===== src/rtl/fp16_pkg.sv =====
`default_nettype none
// ============================================================================
// Module   : fp16_pkg
// Purpose  : Shared float16 classification constants and types.
// Revision : 1.0
// ============================================================================
package fp16_pkg;

  // Bit positions inside the one-hot class vector
  localparam int TYPE_NORMAL    = 5;
  localparam int TYPE_SUBNORMAL = 4;
  localparam int TYPE_ZERO      = 3;
  localparam int TYPE_INF       = 2;
  localparam int TYPE_NANQ      = 1;
  localparam int TYPE_NANS      = 0;

  localparam int TYPE_W = 6;
  localparam int EXP_W  = 7;
  localparam int SIG_W  = 11;

  typedef logic [TYPE_W-1:0] fp_type_t;

  function automatic fp_type_t type_bit(input int idx);
    return fp_type_t'(1) << idx;
  endfunction

endpackage
`default_nettype wire


===== src/rtl/cat_rsp_fifo.sv =====
`default_nettype none
// ============================================================================
// Module   : cat_rsp_fifo
// Purpose  : First-word-fall-through response queue; write+read legal when full.
// Revision : 1.0
// ============================================================================
module cat_rsp_fifo #(
  parameter  int WIDTH = 8,
  parameter  int DEPTH = 2,
  localparam int AW    = (DEPTH > 1) ? $clog2(DEPTH) : 1,
  localparam int CW    = $clog2(DEPTH + 1)
) (
  input  logic             clk,
  input  logic             rst,
  input  logic             wr_en,
  input  logic [WIDTH-1:0] wr_data,
  input  logic             rd_en,
  output logic [WIDTH-1:0] rd_data,
  output logic             valid,
  output logic [CW-1:0]    count
);

  logic [WIDTH-1:0] r_mem [DEPTH];
  logic [AW-1:0]    r_wr_ptr;
  logic [AW-1:0]    r_rd_ptr;
  logic [CW-1:0]    r_count;
  logic             w_push;
  logic             w_pop;

  function automatic logic [AW-1:0] ptr_inc(input logic [AW-1:0] p);
    return (p == AW'(DEPTH - 1)) ? '0 : p + 1'b1;
  endfunction

  assign w_pop  = rd_en && (r_count != '0);
  // A full queue still accepts a write when the head leaves in the same cycle
  assign w_push = wr_en && ((r_count != CW'(DEPTH)) || w_pop);

  always_ff @(posedge clk) begin
    if (rst) begin
      r_wr_ptr <= '0;
      r_rd_ptr <= '0;
      r_count  <= '0;
    end else begin
      if (w_push) r_wr_ptr <= ptr_inc(r_wr_ptr);
      if (w_pop)  r_rd_ptr <= ptr_inc(r_rd_ptr);
      r_count <= r_count + CW'(w_push) - CW'(w_pop);
    end
  end

  always_ff @(posedge clk) begin
    if (w_push) r_mem[r_wr_ptr] <= wr_data;
  end

  assign valid   = (r_count != '0);
  assign rd_data = valid ? r_mem[r_rd_ptr] : '0;
  assign count   = r_count;

endmodule
`default_nettype wire


===== src/rtl/fp16_categorizer.sv =====
`default_nettype none
// ============================================================================
// Module   : fp16_categorizer
// Purpose  : Classifies a float16 and returns unbiased exponent/significand.
// Revision : 1.0
// ============================================================================
module fp16_categorizer
  import fp16_pkg::*;
#(
  parameter int OUT_REG = 1
) (
  input  logic                    clk,
  input  logic                    rst,
  input  logic [15:0]             f,
  output fp_type_t                cls,
  output logic signed [EXP_W-1:0] exponent,
  output logic [SIG_W-1:0]        significand
);

  localparam logic signed [EXP_W-1:0] C_MIN_EXP = -7'sd24;

  logic [4:0]              w_efield;
  logic [9:0]              w_man;
  logic [3:0]              w_lead;
  fp_type_t                w_cls;
  logic signed [EXP_W-1:0] w_exp;
  logic [SIG_W-1:0]        w_sig;
  logic                    w_unused_sign;

  assign w_efield      = f[14:10];
  assign w_man         = f[9:0];
  assign w_unused_sign = f[15];

  always_comb begin
    w_lead = '0;
    for (int b = 0; b < 10; b++) begin
      if (w_man[b]) w_lead = 4'(b);
    end
  end

  always_comb begin
    w_cls = '0;
    w_exp = $signed({2'b00, w_efield}) - 7'sd15;
    w_sig = {1'b1, w_man};
    if (w_efield == 5'h1f) begin
      if (w_man == '0)   w_cls = type_bit(TYPE_INF);
      else if (w_man[9]) w_cls = type_bit(TYPE_NANQ);
      else               w_cls = type_bit(TYPE_NANS);
    end else if (w_efield == 5'h00) begin
      if (w_man == '0) begin
        w_cls = type_bit(TYPE_ZERO);
        w_exp = C_MIN_EXP;
        w_sig = '0;
      end else begin
        // Shift the leading one up to bit 10 and credit the exponent
        w_cls = type_bit(TYPE_SUBNORMAL);
        w_exp = C_MIN_EXP + $signed({3'b000, w_lead});
        w_sig = {1'b0, w_man} << (4'd10 - w_lead);
      end
    end else begin
      w_cls = type_bit(TYPE_NORMAL);
    end
  end

  if (OUT_REG != 0) begin : g_out_reg
    always_ff @(posedge clk) begin
      if (rst) begin
        cls         <= '0;
        exponent    <= '0;
        significand <= '0;
      end else begin
        cls         <= w_cls;
        exponent    <= w_exp;
        significand <= w_sig;
      end
    end
  end else begin : g_out_comb
    assign cls         = w_cls;
    assign exponent    = w_exp;
    assign significand = w_sig;
  end

endmodule
`default_nettype wire


===== src/rtl/categorizer_arbiter.sv =====
`default_nettype none
// ============================================================================
// Module   : categorizer_arbiter
// Purpose  : Round-robin sharing of one float16 categorizer with credit-based
//            response queueing.
// Revision : 1.0
// ============================================================================
module categorizer_arbiter
  import fp16_pkg::*;
#(
  parameter  int N_REQ     = 4,
  parameter  int RSP_DEPTH = 2,
  localparam int ID_W      = $clog2(N_REQ)
) (
  input  logic                    clk,
  input  logic                    rst,
  input  logic [N_REQ-1:0]        req_valid,
  input  logic [N_REQ-1:0][15:0]  req_f,
  output logic [N_REQ-1:0]        req_ready,
  output logic                    rsp_valid,
  input  logic                    rsp_ready,
  output logic [ID_W-1:0]         rsp_id,
  output fp_type_t                rsp_type,
  output logic signed [EXP_W-1:0] rsp_exponent,
  output logic [SIG_W-1:0]        rsp_significand
);

  localparam int DW = ID_W + TYPE_W + EXP_W + SIG_W;
  localparam int CW = $clog2(RSP_DEPTH + 1);

  logic [ID_W-1:0]         r_ptr;
  logic                    r_pipe_valid;
  logic [ID_W-1:0]         r_pipe_id;
  logic [ID_W:0]           w_slot;
  logic                    w_found;
  logic [ID_W-1:0]         w_grant_idx;
  logic                    w_credit_ok;
  logic                    w_xfer;
  logic                    w_pop;
  logic [15:0]             w_f;
  fp_type_t                w_cat_type;
  logic signed [EXP_W-1:0] w_cat_exp;
  logic [SIG_W-1:0]        w_cat_sig;
  logic [DW-1:0]           w_rd_data;
  logic                    w_fifo_valid;
  logic [CW-1:0]           w_fifo_count;

  always_comb begin
    w_found     = 1'b0;
    w_grant_idx = '0;
    w_slot      = '0;
    for (int k = 0; k < N_REQ; k++) begin
      w_slot = {1'b0, r_ptr} + (ID_W+1)'(k);
      if (w_slot >= (ID_W+1)'(N_REQ)) w_slot = w_slot - (ID_W+1)'(N_REQ);
      if (!w_found && req_valid[w_slot[ID_W-1:0]]) begin
        w_found     = 1'b1;
        w_grant_idx = w_slot[ID_W-1:0];
      end
    end
  end

  // A head leaving this cycle frees a slot in time for the new result,
  // which keeps one operand per cycle flowing with only two entries
  assign w_pop       = rsp_valid && rsp_ready;
  assign w_credit_ok = (32'(w_fifo_count) + 32'(r_pipe_valid)) <
                       (32'(RSP_DEPTH) + 32'(w_pop));
  assign w_xfer      = w_found && w_credit_ok && !rst;

  always_comb begin
    req_ready = '0;
    if (w_xfer) req_ready[w_grant_idx] = 1'b1;
  end

  assign w_f = req_f[w_grant_idx];

  always_ff @(posedge clk) begin
    if (rst) begin
      r_ptr        <= '0;
      r_pipe_valid <= 1'b0;
      r_pipe_id    <= '0;
    end else begin
      r_pipe_valid <= w_xfer;
      r_pipe_id    <= w_grant_idx;
      if (w_xfer) begin
        r_ptr <= (w_grant_idx == ID_W'(N_REQ - 1)) ? '0 : w_grant_idx + 1'b1;
      end
    end
  end

  fp16_categorizer #(
    .OUT_REG (1)
  ) u_cat (
    .clk         (clk),
    .rst         (rst),
    .f           (w_f),
    .cls         (w_cat_type),
    .exponent    (w_cat_exp),
    .significand (w_cat_sig)
  );

  cat_rsp_fifo #(
    .WIDTH (DW),
    .DEPTH (RSP_DEPTH)
  ) u_fifo (
    .clk     (clk),
    .rst     (rst),
    .wr_en   (r_pipe_valid),
    .wr_data ({r_pipe_id, w_cat_type, w_cat_exp, w_cat_sig}),
    .rd_en   (w_pop),
    .rd_data (w_rd_data),
    .valid   (w_fifo_valid),
    .count   (w_fifo_count)
  );

  assign rsp_valid = w_fifo_valid && !rst;
  assign {rsp_id, rsp_type, rsp_exponent, rsp_significand} = rst ? '0 : w_rd_data;

endmodule
`default_nettype wire


===== config.mk =====
export PLATFORM = sky130hd
export DESIGN_NAME = categorizer_arbiter
export DESIGN_NICKNAME = d
export VERILOG_FILES = /design/src/rtl/fp16_pkg.sv /design/src/rtl/cat_rsp_fifo.sv /design/src/rtl/fp16_categorizer.sv /design/src/rtl/categorizer_arbiter.sv
export SDC_FILE = /design/constraint.sdc
export NUM_CORES = 1
export LEC_CHECK = 0
export CAP_MARGIN = 20
export CORE_UTILIZATION = 50
export CTS_CLUSTER_DIAMETER = 30
export DETAILED_ROUTE_END_ITERATION = 7
export GPL_ROUTABILITY_DRIVEN = 0
export HOLD_SLACK_MARGIN = 0.03
export PLACE_DENSITY_LB_ADDON = 0.08
export SLEW_MARGIN = 20
export SYNTH_ARGS = -nofsm -noshare
export SYNTH_HDL_FRONTEND = slang
export SYNTH_SLANG_ARGS = --single-unit

===== constraint.sdc =====
create_clock -name clk -period 11.5 [get_ports clk]
set_clock_uncertainty 0.05 [all_clocks]
set_input_delay 3.45 -clock clk [delete_from_list [all_inputs] [get_ports clk]]
set_output_delay 3.45 -clock clk [all_outputs]
set_load 0.01 [all_outputs]

==> results.md <==
* Cells after synthesis at 449
* Global route overflow at 0
* VDD IR max at 0.0851 mV
* Register area share after synthesis at 47.7%
* Vias in the first global route at 3533
* Global-route wire length before repair at 16700 um
* Final Non-Filler Cells at 652
* Full die area at 0.00944 mm^2
* Worst Hold Class: reg -> reg
* Clock Latency Late Sink at 0.34 ns
* Die width at 97.2 um
* Routed len/inst at 15.6 um
* Pin count of the biggest net entering global routing at 32
* Die Y at 97.2 um
* Layout cells sized above 1 at 9.56%
* Initial antenna violation count at 0
* Hold Buf Count CTS at 0
* Largest area contributor in the netlist: edfxtp_1
* Critical Path Sink Type: primary output
* Pwr/cell area at 221 mW/mm^2
* GRT Util Overall at 21.9%
* Max-Cap Viols at 0
* # setup viols final at 0
* Ys async rst share at 0%
* Commonest non-fill, non-tap cell in the layout: clkdlybuf4s50_1
* Outcome: complete, no violations
* Final core utilization at 66.1%
* CORE AREA at 0.00876 mm^2
* Placed cells at 636
* Post-synth top area share at 33.2%
* Post-synth EDFFs at 50
* Cts bufs inserted at 9
* HPWL after DPL at 7650 um
* Vias at 3699
* Syn Std Cell Area at 0.00453 mm^2
* Detail Route Antenna Nets at 0
* RSZ-0062 raised after global routing: false
* # Post-CTS Setup Buffers at 0
* Final hold slack at 0.374 ns
* Syn Nets at 531
* Clock tree buffer depth at 2
* Slew @ Worst Pin at 0.881 ns
* Clk sinks at 83
* Clock Tree Root: clkbuf_8
* Setup crit start kind: primary input
* Pre-antenna DRT Iters at 4
* Fmax at 102 MHz
* Post-CTS Resized at 0
* I/O Pins at 102
* Core Rows at 34
* Slew Limit Fails at 0
* Initial Util at 51.7%
* TNS Setup at 0 ns
* Data arrival time of the worst path at 6.30 ns
* Prevailing post-synth register cell: edfxtp_1
* Reg2reg path depth at 14
* Drt drc at 0
* CTS tree: done
* Syn Area/Cell at 10.1 um^2
* Routed WL at 10200 um
* Area contributors post-synth: edfxtp_1 33%, dfxtp_1 15%, mux2i_1 8.2%, nor2_1 5.6%, nand3_1 4.9%
* Minimum clock period at 9.80 ns
* Unique cell type count in the Yosys netlist at 70
* Leakage power at 2.14 nW
* H-tree levels at 3
* Final period util at 85.2%
* Most frequent cells in the layout: 97 x clkdlybuf4s50_1, 66 x nor2_1, 50 x edfxtp_1, 44 x nand3_1, 37 x mux2i_1
* Layout area overhead at 28.0%
* Antenna fix cells at 0
* Yosys reg bits at 83
* Synth warnings at 0
* IO buf count at 97
* CP required at 8.00 ns
* Worst hold stages at 0
* WS Path Type: in -> out
* Vias per cell at 5.67
* Layout net count at 621
* CP Max Fanout at 20
* Final hold vios at 0
* Clock Pin Slew Worst Setup and Hold Paths at 0.08 ns
* Normalized max-slew margin at 39.6%
* Initial DRC Count at 166
==> worst max-delay path, cell delays in order <==
cell	delay, ns
clkdlybuf4s50_1	0.61
nor2b_1	0.08
o21ai_1	0.17
o221a_1	0.74
inv_2	0.35
ha_1	0.30
and2_1	0.13
clkdlybuf4s50_1	0.47
==> path summary, 6_finish.rpt <==
path / start / to / slack [ns]
max: req_valid[3] / req_ready[0] / 1.70
min: u_cat.significand[0] / u_fifo.r_mem[1][0] / 0.37
max reg2reg: r_ptr[0] / u_cat.significand[8] / 6.67
min reg2reg: u_cat.significand[0] / u_fifo.r_mem[1][0] / 0.37
==> Yosys cell counts, types with 3 or more instances <==
cell / number
nor2_1: 68
edfxtp_1: 50
nand3_1: 44
mux2i_1: 37
dfxtp_1: 33
nand2_1: 24
o21ai_0: 22
a21oi_1: 11
clkbuf_1: 11
ha_1: 11
inv_1: 10
and3_1: 9
and2_1: 8
o211ai_1: 5
o21ai_1: 5
a211o_1: 4
a31oi_1: 4
buf_6: 4
nor3_1: 4
or2_2: 4
or3_1: 4
buf_4: 3
mux2_2: 3
nand2b_1: 3
nor2b_1: 3
xor2_1: 3
==> where the power goes <==
part | total (mW) | internal (mW) | switching (mW)
clock | 0.255 | 0.149 | 0.107
combinational | 0.585 | 0.235 | 0.350
sequential | 0.439 | 0.411 | 0.0274
==> flip-flops by register name (all words and copies together), names as in the netlist, named ones only <==
signal and count:
u_fifo.r_mem 50, u_cat.significand 11, u_cat.cls 6, u_cat.exponent 6
r_pipe_id 2, r_ptr 2, u_fifo.count 2, r_pipe_valid 1
u_fifo.r_rd_ptr 1, u_fifo.r_wr_ptr 1
==> kinds of logic after synthesis <==
kind of cell / synth area share [%]
AO/OA/AOI/OAI: 15.2
XOR/XNOR: 0.967
adder cells (fa/ha/maj): 3.04
buffers and inverters: 3.79
flip-flops: 47.7
multiplexers: 8.93
AND/OR/NAND/NOR: 20.4
==> final cells by class <==
| type | instances | area (um^2) |
|---|---|---|
| timing repair buffer | 101 | 1000 |
| clock inverter | 7 | 130 |
| sequential | 83 | 2160 |
| multi-input combinational | 332 | 2200 |
| inverter | 12 | 45.0 |
| tap | 108 | 135 |
| fill | 725 | 2970 |
| clock buffer | 9 | 124 |
==> per-stage QoR <==
stage / power (mW) / instance area, um^2 / worst slack (ns)
after floorplan: 0.850 / 4530 / 3.11
after global placement: 1.01 / 5540 / 1.74
after detailed placement: 1.03 / 5540 / 1.70
after CTS: 1.28 / 5800 / 1.70
after global routing: 1.36 / 5800 / 1.48
final: 1.28 / 5800 / 1.70
==> layer usage <==
layer,part of all wire [%],track usage (%),vias up
li1,-,-,1829
met1,43,26.9,1706
met2,49,38.4,144
met3,5.5,4.24,20
met4,2.0,7.69,0
met5,0,0,-
No activity file was read; power rests on OpenSTA's default activity.
